==> config.mk <==
export PLATFORM = sky130hd
export DESIGN_NAME = lsu_mem_port
export DESIGN_NICKNAME = d
export VERILOG_FILES = /design/src/rtl/mem_pkg.sv /design/src/rtl/lsu_load_fmt.sv /design/src/rtl/lsu_mem_port.sv
export SDC_FILE = /design/constraint.sdc
export NUM_CORES = 1
export LEC_CHECK = 0
export CAP_MARGIN = 10
export CORE_MARGIN = 4
export CORE_UTILIZATION = 36
export DETAILED_ROUTE_END_ITERATION = 10
export PLACE_DENSITY = 0.81
export SYNTH_ARGS = -nofsm -noshare
export SYNTH_HDL_FRONTEND = slang
export SYNTH_SLANG_ARGS = --single-unit
==> constraint.sdc <==
create_clock -name i_clk -period 2.4 [get_ports i_clk]
set_clock_uncertainty 0.15 [all_clocks]
set_input_delay 0.48 -clock i_clk [delete_from_list [all_inputs] [get_ports i_clk]]
set_output_delay 0.48 -clock i_clk [all_outputs]
set_load 0.01 [all_outputs]
==> src/rtl/mem_pkg.sv <==
// Shared access-size encodings, LSU state type and alignment helper for the
// data RAM load/store path.
package mem_pkg;

  localparam int unsigned DATA_W = 32;
  localparam int unsigned SIZE_W = 2;

  localparam logic [SIZE_W-1:0] SIZE_BYTE      = 2'b00;
  localparam logic [SIZE_W-1:0] SIZE_HALF_WORD = 2'b01;
  localparam logic [SIZE_W-1:0] SIZE_WORD      = 2'b10;
  localparam logic [SIZE_W-1:0] SIZE_ILLEGAL   = 2'b11;

  typedef enum logic [1:0] {
    IDLE,
    RD_WAIT,
    RSP
  } lsu_state_t;

  // True when the low address bits violate natural alignment for the size.
  function automatic logic size_misaligned(input logic [SIZE_W-1:0] size,
                                           input logic [1:0]        addr_lo);
    logic mis;
    mis = 1'b0;
    case (size)
      SIZE_HALF_WORD: mis = addr_lo[0];
      SIZE_WORD:      mis = (addr_lo != 2'b00);
      default:        mis = 1'b0;
    endcase
    return mis;
  endfunction

endpackage

==> src/rtl/lsu_load_fmt.sv <==
// Load data formatter: picks the low byte/half/word of the RAM read data and
// zero- or sign-extends it to 32 bits.
module lsu_load_fmt
  import mem_pkg::*;
(
  input  logic [DATA_W-1:0] i_mem_dout,
  input  logic [SIZE_W-1:0] i_size,
  input  logic              i_unsigned,
  output logic [DATA_W-1:0] o_rdata_c
);

  logic ext_b;
  logic ext_h;

  assign ext_b = ~i_unsigned & i_mem_dout[7];
  assign ext_h = ~i_unsigned & i_mem_dout[15];

  always_comb begin
    o_rdata_c = i_mem_dout;
    case (i_size)
      SIZE_BYTE:      o_rdata_c = {{24{ext_b}}, i_mem_dout[7:0]};
      SIZE_HALF_WORD: o_rdata_c = {{16{ext_h}}, i_mem_dout[15:0]};
      default:        o_rdata_c = i_mem_dout;
    endcase
  end

endmodule

==> src/rtl/lsu_mem_port.sv <==
// Single-outstanding load/store initiator for one data RAM port: checks the
// request, drives the RAM, formats load data and returns one response.
module lsu_mem_port
  import mem_pkg::*;
#(
  parameter int unsigned MEM_DEPTH      = 4096,
  parameter int unsigned MEM_ADDR_WIDTH = 12
) (
  input  logic                      i_clk,
  input  logic                      i_rst_n,
  input  logic                      i_req_valid,
  output logic                      o_req_ready,
  input  logic                      i_req_we,
  input  logic [1:0]                i_req_size,
  input  logic                      i_req_unsigned,
  input  logic [31:0]               i_req_addr,
  input  logic [31:0]               i_req_wdata,
  output logic                      o_rsp_valid,
  input  logic                      i_rsp_ready,
  output logic [31:0]               o_rsp_rdata,
  output logic                      o_rsp_err,
  output logic [MEM_ADDR_WIDTH-1:0] o_mem_addr,
  output logic                      o_mem_we,
  output logic [1:0]                o_mem_size,
  output logic [31:0]               o_mem_din,
  input  logic [31:0]               i_mem_dout
);

  if (MEM_DEPTH != (32'd1 << MEM_ADDR_WIDTH)) begin : g_depth_chk
    $error("MEM_DEPTH must equal 2**MEM_ADDR_WIDTH");
  end

  lsu_state_t                state_q, state_d;
  logic [MEM_ADDR_WIDTH-1:0] addr_q, addr_d;
  logic [SIZE_W-1:0]         size_q, size_d;
  logic                      uns_q, uns_d;
  logic                      rsp_valid_q, rsp_valid_d;
  logic [DATA_W-1:0]         rdata_q, rdata_d;
  logic                      err_q, err_d;

  logic                      accept_c;
  logic                      req_err_c;
  logic [DATA_W-1:0]         fmt_c;

  assign o_req_ready = (state_q == IDLE) && i_rst_n;
  assign accept_c    = i_req_valid && o_req_ready;

  // Upper address bits must be zero; aligned in-range accesses never cross the top.
  assign req_err_c = (i_req_size == SIZE_ILLEGAL)
                   || size_misaligned(i_req_size, i_req_addr[1:0])
                   || (|i_req_addr[31:MEM_ADDR_WIDTH]);

  lsu_load_fmt u_load_fmt (
    .i_mem_dout (i_mem_dout),
    .i_size     (size_q),
    .i_unsigned (uns_q),
    .o_rdata_c  (fmt_c)
  );

  // RAM port: follows the request in IDLE so stores land on the accept edge.
  always_comb begin
    o_mem_addr = addr_q;
    o_mem_size = size_q;
    o_mem_din  = '0;
    o_mem_we   = 1'b0;
    if (!i_rst_n) begin
      o_mem_addr = '0;
      o_mem_size = SIZE_WORD;
    end else if (state_q == IDLE) begin
      o_mem_addr = i_req_addr[MEM_ADDR_WIDTH-1:0];
      o_mem_size = i_req_size;
      o_mem_din  = i_req_wdata;
      o_mem_we   = accept_c && i_req_we && !req_err_c;
    end
  end

  // Next-state and response register update.
  always_comb begin
    state_d     = state_q;
    addr_d      = addr_q;
    size_d      = size_q;
    uns_d       = uns_q;
    rsp_valid_d = rsp_valid_q;
    rdata_d     = rdata_q;
    err_d       = err_q;
    case (state_q)
      IDLE: begin
        if (accept_c) begin
          addr_d  = i_req_addr[MEM_ADDR_WIDTH-1:0];
          size_d  = i_req_size;
          uns_d   = i_req_unsigned;
          rdata_d = '0;
          err_d   = req_err_c;
          if (req_err_c || i_req_we) begin
            state_d     = RSP;
            rsp_valid_d = 1'b1;
          end else begin
            state_d = RD_WAIT;
          end
        end
      end
      RD_WAIT: begin
        rdata_d     = fmt_c;
        err_d       = 1'b0;
        state_d     = RSP;
        rsp_valid_d = 1'b1;
      end
      RSP: begin
        if (i_rsp_ready) begin
          state_d     = IDLE;
          rsp_valid_d = 1'b0;
        end
      end
      default: begin
        state_d     = IDLE;
        rsp_valid_d = 1'b0;
      end
    endcase
  end

  always_ff @(posedge i_clk or negedge i_rst_n) begin
    if (!i_rst_n) begin
      state_q     <= IDLE;
      addr_q      <= '0;
      size_q      <= SIZE_WORD;
      uns_q       <= 1'b0;
      rsp_valid_q <= 1'b0;
      rdata_q     <= '0;
      err_q       <= 1'b0;
    end else begin
      state_q     <= state_d;
      addr_q      <= addr_d;
      size_q      <= size_d;
      uns_q       <= uns_d;
      rsp_valid_q <= rsp_valid_d;
      rdata_q     <= rdata_d;
      err_q       <= err_d;
    end
  end

  assign o_rsp_valid = rsp_valid_q;
  assign o_rsp_rdata = rdata_q;
  assign o_rsp_err   = err_q;

endmodule

After elaboration in Yosys (flattened, before gate mapping). Index checks and enable logic that the tools add are counted.

$add $sub $neg: 0. Multipliers: 0. Divide/modulo/power cells: 0. $lt $le $gt $ge: 0. Eq/ne operators: 9. Shift-type cells: 0. Multiplexer cells: 22. Bitwise logic cells: 3. Reductions and logical operators: 17.

Operators with widths (number): case mux 32 bit (2 select lines) (2); 2-to-1 mux 32 bit (3); 2-to-1 mux 12 bit (2); OR reduction 20 bit (1); 2-to-1 mux 2 bit (5); == test 2 x 1 -> 1 bit, second input constant (3); == test 2 bit, second input constant (3); 2-to-1 mux 1 bit (6); case mux 2 bit (3 select lines) (1); AND reduction 2 bit (3); logical AND 1 bit (4); zero test 2 bit (2); inequality test 2 bit, second input constant (2); case mux 1 bit (2 select lines) (2); nonzero test 2 bit (2); logical OR 1 bit (3); case mux 1 bit (3 select lines) (1); AND reduction 3 bit (1); bitwise AND 1 bit (2); inequality test 2 x 1 -> 1 bit, second input constant (1); zero test 1 bit (1); inverter 1 bit (1).

Register bits after elaboration: 51. Bits in latches: 0. Bits in writable memories: 0. Memory bits (read-only): 0. Input bits: 104. Output and inout port bits: 82. Logic and storage cells: 58. Memories kept: 0.

Logic depth before layout (Yosys ltp). Gate-level depths: netlist (run 1).

Depth after elaboration: 8. Gate-level depth with buffers: 6. Depth with buffers taken out: 6.

Hierarchy. Synthesis (run 1) repeated with hierarchy kept, for this count alone.

Cell total of the unflattened synthesis: 392. Area total of the unflattened synthesis: 2979.1 um^2.

By module, submodules not included: lsu_mem_port (instances 1, cells an instance 325, area each 2623.8 um^2, seq. area each 1277.5 um^2); lsu_load_fmt (instances 1, cells an instance 67, area each 355.3 um^2, seq. area each 0.0 um^2).

Worst setup path before layout (run 1). Ideal clock, no wire load.

Path type: input port to output port. Start: in i_req_size[0]. End: out o_mem_we. Arrival: 1470 ps. Data required time: 1770 ps. Path slack: 300 ps. Stages on the path: 5. Buffers on the path: 0. Cell sequence: ha_1 -> nor4_1 -> nand4_1 -> nor3_1 -> and3_1.

Longest elaborated chain between the ends: 8. Elaborated cells on any way between the ends: 10. Classes of those cells: eq/ne: 3; mux: 3; reduce/logical: 4.

Ends and longest elaborated chain: start, declared (RTL line lsu_mem_port.sv:14) `input logic [1:0] i_req_size,`; == test 2 bit or == test 2 x 1 -> 1 bit (tied branches) (RTL line mem_pkg.sv:24) `case (size)`; case mux 1 bit (2 select lines) (RTL line mem_pkg.sv:24); logical OR 1 bit * (RTL line lsu_mem_port.sv:50) `|| size_misaligned(i_req_size, i_req_addr[1:0])`; logical OR 1 bit * (RTL line lsu_mem_port.sv:51) `|| (|i_req_addr[31:MEM_ADDR_WIDTH]);`; zero test 1 bit * (RTL line lsu_mem_port.sv:73) `o_mem_we = accept_c && i_req_we && !req_err_c;`; logical AND 1 bit * (RTL line lsu_mem_port.sv:73); 2-to-1 mux 1 bit * (RTL line lsu_mem_port.sv:69) `end else if (state_q == IDLE) begin`; 2-to-1 mux 1 bit * (RTL line lsu_mem_port.sv:66) `if (!i_rst_n) begin`; end, declared (RTL line lsu_mem_port.sv:23) `output logic o_mem_we,`.

Mark *: on every way between the ends. The rest lies on a longest branch, timed or not.

Worst setup path in the final report (run 1).
Start: in i_req_addr[28]. End: out o_mem_we.

Longest elaborated chain between the ends: 6.

Ends and longest elaborated chain: start, declared (RTL line lsu_mem_port.sv:16) `input logic [31:0] i_req_addr,`; OR reduction 20 bit (RTL line lsu_mem_port.sv:51); logical OR 1 bit (RTL line lsu_mem_port.sv:51); zero test 1 bit (RTL line lsu_mem_port.sv:73); logical AND 1 bit (RTL line lsu_mem_port.sv:73); 2-to-1 mux 1 bit (RTL line lsu_mem_port.sv:69); 2-to-1 mux 1 bit (RTL line lsu_mem_port.sv:66).

No other way between the ends.

==> impl_metrics.ini, run 1 <==
[status]
status = complete, no violations

[synthesis]
yosys_warnings = 0
synth_seq_cells = 51
avgSynthCellArea_sq_um = 8.80
synth_seq_area_share_pct = 46.2
synthDistinctLibCells = 32
syn_nets = 421
syn-instance-count = 314
syn_area_sq_mm = 0.00276

[sta]
setup_violations = 0
fin_crit_sh_pct = 98.4
worst_slew_pin_slew_ps = 437
slew-limit-headroom_pct = 70.8
hold_viol_final = 0
slew_violations = 0
finalCriticalPeriod_ps = 2360
max_freq_mhz = 423
finalSetupTns_ps = 0

[floorplan]
io_pins = 186
die_area_sq_mm = 0.00914
fp.dieW_um = 95.6
die_h_um = 95.6
core_sq_mm = 0.00737
initial_core_util_pct = 37.5
rows = 31

[setup_path]
r2r_slack_ps = 610
critical_path.startpoint = i_req_addr[28]
critical_path_class = in -> out
crit_path_end_kind = output port
timing.rr.end = o_rsp_rdata[11]$_DFFE_PN0P_
worstPathMaxFanout = 2
r2r_cells = 7
critPathLaunchType = input pin
cp.arrival_ps = 1730
cp.required_ps = 1770
timing.rr.start = state_q[1]$_DFFE_PN0P_

[place]
finalWeightedCongestion = 0.718
port-buffer-count = 185
place_inst = 597
place_hpwl_um = 7780
dpl-instance-area_sq_mm = 0.00483

[clock_network]
cts_buffer_depth = 2
cts_tree = built
clk_pin_slew_ps = 90
cts_max_level = 2
worstSkewPairLatency_ps = 300
cts_num_sinks = 51
cts_buffers = 5
root_buffer = clkbuf_8

[grt]
gr-total-overflow = 0
antenna_found_initial = 0
grt_use_total_pct = 22.4
grt_pass1_wl_um = 15900
grt_max_degree = 29
grt_pass1_vias = 3059

[routing]
via_count = 3007
vias_per_cell = 4.94
ant_nets = 0
drc_errors = 0
drtIter0Drc = 121
wl_per_cell_um = 16.8
drtPass1Iterations = 5
routed_wl_um = 10300

[cells_and_area]
nets = 616
multiInputGateArea_sq_mm = 0.00138
syn2layout_area_growth_pct = 79.9
fill_cells = 622
n_antenna_cell = 0
final_layout_size_suffix_gt1_share_pct = 14.3
fin_cells = 609
seq_area_sq_mm = 0.00128
fin_area_sq_mm = 0.00497

[power]
swShare_pct = 28.8
clockPowerShare_pct = 27.4
p_int_mw = 1.60
pwr-share-comb_pct = 30.3
peakVddDrop_mv = 0.298
power_frac_seq_pct = 42.2
p_per_area_mw_per_mm2 = 452
leakagePower_nw = 2.42
power.net_switching_uw = 646

[worst_hold_path]
hold_path_class = in -> async

[run]
maxCapViolCount = 0
metal layers:
metal	up-vias	global-route usage (%)	wire (um)
met5	-	0	0
met2	95	36.4	5170
met3	9	4.34	582
li1	1465	-	-
met4	0	3.55	61
met1	1438	31.5	4440
synth_stat cells:
cell type | number | share of area (%)
mux2i_1 | 1 | 0.36
and2_1 | 1 | 0.23
o211ai_1 | 1 | 0.27
or4b_4 | 1 | 0.50
nand2b_1 | 1 | 0.23
dfrtp_1 | 50 | 45
o21ai_0 | 9 | 1.6
nor2_4 | 2 | 0.82
ha_1 | 3 | 1.4
a21oi_2 | 8 | 2.5
o32ai_1 | 1 | 0.32
nor4_1 | 5 | 1.1
nor3_1 | 2 | 0.36
dfstp_2 | 1 | 0.95
o2bb2ai_1 | 17 | 5.4
o21ai_1 | 12 | 2.2
a21oi_1 | 2 | 0.36
buf_6 | 2 | 0.82
a31o_1 | 8 | 2.5
inv_1 | 2 | 0.27
a21boi_1 | 13 | 3.5
buf_2 | 10 | 1.8
nor2b_1 | 18 | 4.1
and3_1 | 33 | 7.5
nand3_1 | 1 | 0.18
nor2_1 | 5 | 0.68
nand2_1 | 87 | 12
buf_4 | 1 | 0.27
nor3b_1 | 1 | 0.27
nand4_1 | 1 | 0.23
or2_1 | 1 | 0.23
clkbuf_1 | 14 | 1.9
kinds of logic (layout without fill, tap and decap cells):
logic type / Yosys count / in the layout / share of synthesized area [%]
adder cells (fa/ha/maj): 3 / 3 / 1.36
buffers and inverters: 29 / 225 / 5.07
AO/OA/AOI/OAI: 71 / 71 / 18.8
AND/OR/NAND/NOR: 159 / 159 / 28.2
multiplexers: 1 / 1 / 0.362
flip-flops: 51 / 51 / 46.2
critical path, cell delays in order:
cell	delay [ps]
clkdlybuf4s50_1	410
nor3_1	220
nand4_1	160
nor3_2	150
and3_1	180
buf_2	130
layout by cell type, fill, tap and decap left out, types with 4 or more instances in the layout:
cell	count
a21boi_1	13
a21oi_2	9
clkdlybuf4s50_1	121
nor2b_1	18
dlymetal6s2s_1	13
o21ai_0	9
clkdlybuf4s15_1	18
dlygate4sd2_1	16
nor2_1	4
o21ai_1	12
a31o_1	8
o2bb2ai_1	17
clkbuf_8	5
dfrtp_1	50
clkbuf_2	14
and3_1	33
nand2_1	87
buf_4	26
power by group through the flow:
stage                     Combinational [mW]  Clock [mW]  Sequential [mW]
after floorplan                        0.290           0            0.964
after global placement                 0.683           0            0.962
after detailed placement               0.696           0            0.964
after CTS                              0.688       0.635            0.949
after global routing                   0.747       0.677            0.957
final                                  0.681       0.616            0.949
stage by stage:
stage	power (mW)	hold slack [ps]	worst slack (ps)	utilization (%)
2_1_floorplan	1.25	34.4	300	-
3_3_place_gp	1.64	307	-691	65.5
3_5_place_dp	1.66	314	-744	65.5
4_1_cts	2.27	19.7	-97.6	67.3
5_1_grt	2.38	20.3	-24.6	67.5
6_report	2.25	29.0	37.9	67.5
worst max-delay path by stage:
stage / end / cells after the start
after floorplan: o_mem_we / 5
after global placement: o_mem_we / 7
after detailed placement: o_mem_we / 7
after CTS: o_mem_we / 6
after global routing: o_mem_we / 6
final: o_mem_we / 6
final cells by class:
class                   count  share of cell area [%]
flip-flops and latches     51                    25.7
clock inverters             3                   0.956
multi-input cells         234                    27.7
inverters                   2                   0.151
well taps                  99                    2.49
clock buffers               5                    1.38
repair buffers            215                    41.6
sequential cells by signal, indices dropped and copies added, names as in the netlist:
signal	count
o_rsp_rdata	32
addr_q	12
size_q	2
state_q	2
o_rsp_err	1
o_rsp_valid	1
uns_q	1
what timing repair did:
action | in CTS | in global routing
pin swaps | 6 | 10
buffers inserted | 2 | 0
endpoints found under the hold margin | 9 | 0
hold buffers | 1 | 0
setup endpoints to repair | 48 | 32
gates resized for setup | 60 | 63
gates cloned | 1 | 0
No activity file was read; power rests on OpenSTA's default activity.
==> inputs of run 2 (changes only) <==
--- a/config.mk
+++ b/config.mk
@@ -6,10 +6,11 @@
 export NUM_CORES = 1
 export LEC_CHECK = 0
 export CAP_MARGIN = 10
+export CORE_ASPECT_RATIO = 1.5
 export CORE_MARGIN = 4
-export CORE_UTILIZATION = 36
+export CORE_UTILIZATION = 33
 export DETAILED_ROUTE_END_ITERATION = 10
-export PLACE_DENSITY = 0.81
+export PLACE_DENSITY = 0.74
 export SYNTH_ARGS = -nofsm -noshare
 export SYNTH_HDL_FRONTEND = slang
 export SYNTH_SLANG_ARGS = --single-unit
==> constraint.sdc (replaced) <==
create_clock -name i_clk -period 2.05 [get_ports i_clk]
set_clock_uncertainty 0.15 [all_clocks]
set_input_delay 0.41 -clock i_clk [delete_from_list [all_inputs] [get_ports i_clk]]
set_output_delay 0.41 -clock i_clk [all_outputs]
set_load 0.01 [all_outputs]
==> impl_metrics.ini, run 2 (synthesis results as in run 1) <==
[sta]
setup_violations = 15
slew_violations = 0
fin_crit_sh_pct = 108
finalWorstSetupSlack_ps = -157
worst_slew_pin_slew_ps = 378
max_freq_mhz = 453
hold_viol_final = 0
rsz0062_at_grt = yes
finalCriticalPeriod_ps = 2210
hold_slack_ps = 98.8
finalSetupTns_ps = -537
slew-limit-headroom_pct = 74.8

[setup_path]
critPathLaunchType = input pin
worst-path-buf-inv = 2
r2r_cells = 8
slowest_stage = nor4_2
crit_path_end_kind = output port
cp_top_family = simple AND/OR/NAND/NOR gates
timing.rr.end = o_rsp_rdata[30]$_DFFE_PN0P_
worstPathMaxFanout = 3
cp.arrival_ps = 1650
r2r_slack_ps = 40
timing.rr.start = state_q[1]$_DFFE_PN0P_
cp.required_ps = 1490
critical_path_class = in -> out
worst_path_largest_cell_delay_ps = 260
path_cells = buf_8 -> ha_4 -> nor4_2 -> nand4_1 -> nor3_2 -> and3_4 -> buf_6

[clock_network]
worstSkewPairLatency_ps = 280
cts_num_sinks = 51
cts_buffer_depth = 2
cts_max_level = 2
clk_pin_slew_ps = 60
cts_tree = built
root_buffer = clkbuf_16
cts_buffers = 5

[grt]
grt_pass1_vias = 3459
antenna_found_initial = 0
grt_pass1_wl_um = 16300
grt_use_total_pct = 20.9
gr-total-overflow = 0
grt_max_degree = 28

[cells_and_area]
final_layout_size_suffix_gt1_share_pct = 35.4
fill_cells = 652
post-route-util_pct = 69.8
nets = 652
layout_common_cells = clkdlybuf4s50_1, nand2_1, dfrtp_1, buf_4, buf_2
final_common_cell = clkdlybuf4s50_1
multiInputGateArea_sq_mm = 0.00167
largest_reg_flops = 32
seq_area_sq_mm = 0.00128
syn2layout_area_growth_pct = 105
n_antenna_cell = 0

[power]
total_power_mw = 3.09
leakagePower_nw = 2.71
peakVddDrop_mv = 0.399
p_per_area_mw_per_mm2 = 545

[worst_hold_path]
hold_path_class = in -> async

[place]
port-buffer-count = 185
place_hpwl_um = 7560
finalWeightedCongestion = 0.782

[routing]
drtPass1Iterations = 4
wl_per_cell_um = 17.1
drtIter0Drc = 128
routed_wl_um = 11100
vias_per_cell = 4.98
via_count = 3238
ant_nets = 0
drc_errors = 0

[floorplan]
fp.dieW_um = 82.7
rows = 40
initial_core_util_pct = 34.1
die_area_sq_mm = 0.00993
die_h_um = 120
core_sq_mm = 0.00811
io_pins = 186

[run]
maxCapViolCount = 0

[status]
violations = negative setup slack
status = complete, but fails checks
run 2: how the worst max path moves through the flow:
stage | startpoint | endpoint | slack (ps) | cells after the start
floorplan | i_req_size[0] | o_mem_we | 90 | 5
global placement | i_req_size[0] | o_mem_we | -890 | 7
detailed placement | i_req_size[0] | o_mem_we | -980 | 7
CTS | state_q[1]$_DFFE_PN0P_ | o_mem_we | -150 | 6
global route | i_req_size[1] | o_mem_we | -220 | 7
finish | i_req_size[0] | o_mem_we | -160 | 7
run 2: timing repair:
item                       CTS  global route
pin swaps                   14            46
cloned                       4             3
resized for setup          245            84
setup endpoints to repair   50            59
hold buffers                 3             0
buffers inserted            20             4
hold endpoints to repair     6             0
run 2: power by group:
| group | internal [mW] | switching [mW] |
|---|---|---|
| clock | 0.569 | 0.343 |
| combinational | 0.574 | 0.456 |
| sequential | 1.08 | 0.0677 |
run 2: routing by layer:
layer	up-vias	part of all wire [%]	track usage (%)
met4	0	2.7	6.44
met5	-	0	0
met2	157	56	40.8
met3	22	6.9	3.60
li1	1536	-	-
met1	1523	34	21.5
run 2: layout make-up:
type	count	share of cell area [%]
well taps	105	2.32
inverters	2	0.177
clock inverters	2	0.663
repair buffers	251	42.4
flip-flops and latches	51	22.6
multi-input cells	234	29.6
clock buffers	5	2.21
run 2: stage by stage:
| stage | worst slack (ps) | cells | instance area [sq um] |
|---|---|---|---|
| 6_report | -157 | 650 | 5660 |
| 5_1_grt | -220 | 650 | 5660 |
| 4_1_cts | -154 | 648 | 5290 |
| 3_5_place_dp | -980 | 616 | 4980 |
| 3_3_place_gp | -893 | 616 | 4980 |
| 2_1_floorplan | 89.9 | 314 | 2760 |
run 2: worst reg2reg max path: stages (launching register included):
cell	delay (ps)
dfrtp_2	430
buf_6	120
or2_4	270
buf_6	130
nor2_4	90
buf_4	300
nor2_4	100
buf_12	160
o2bb2ai_1	130
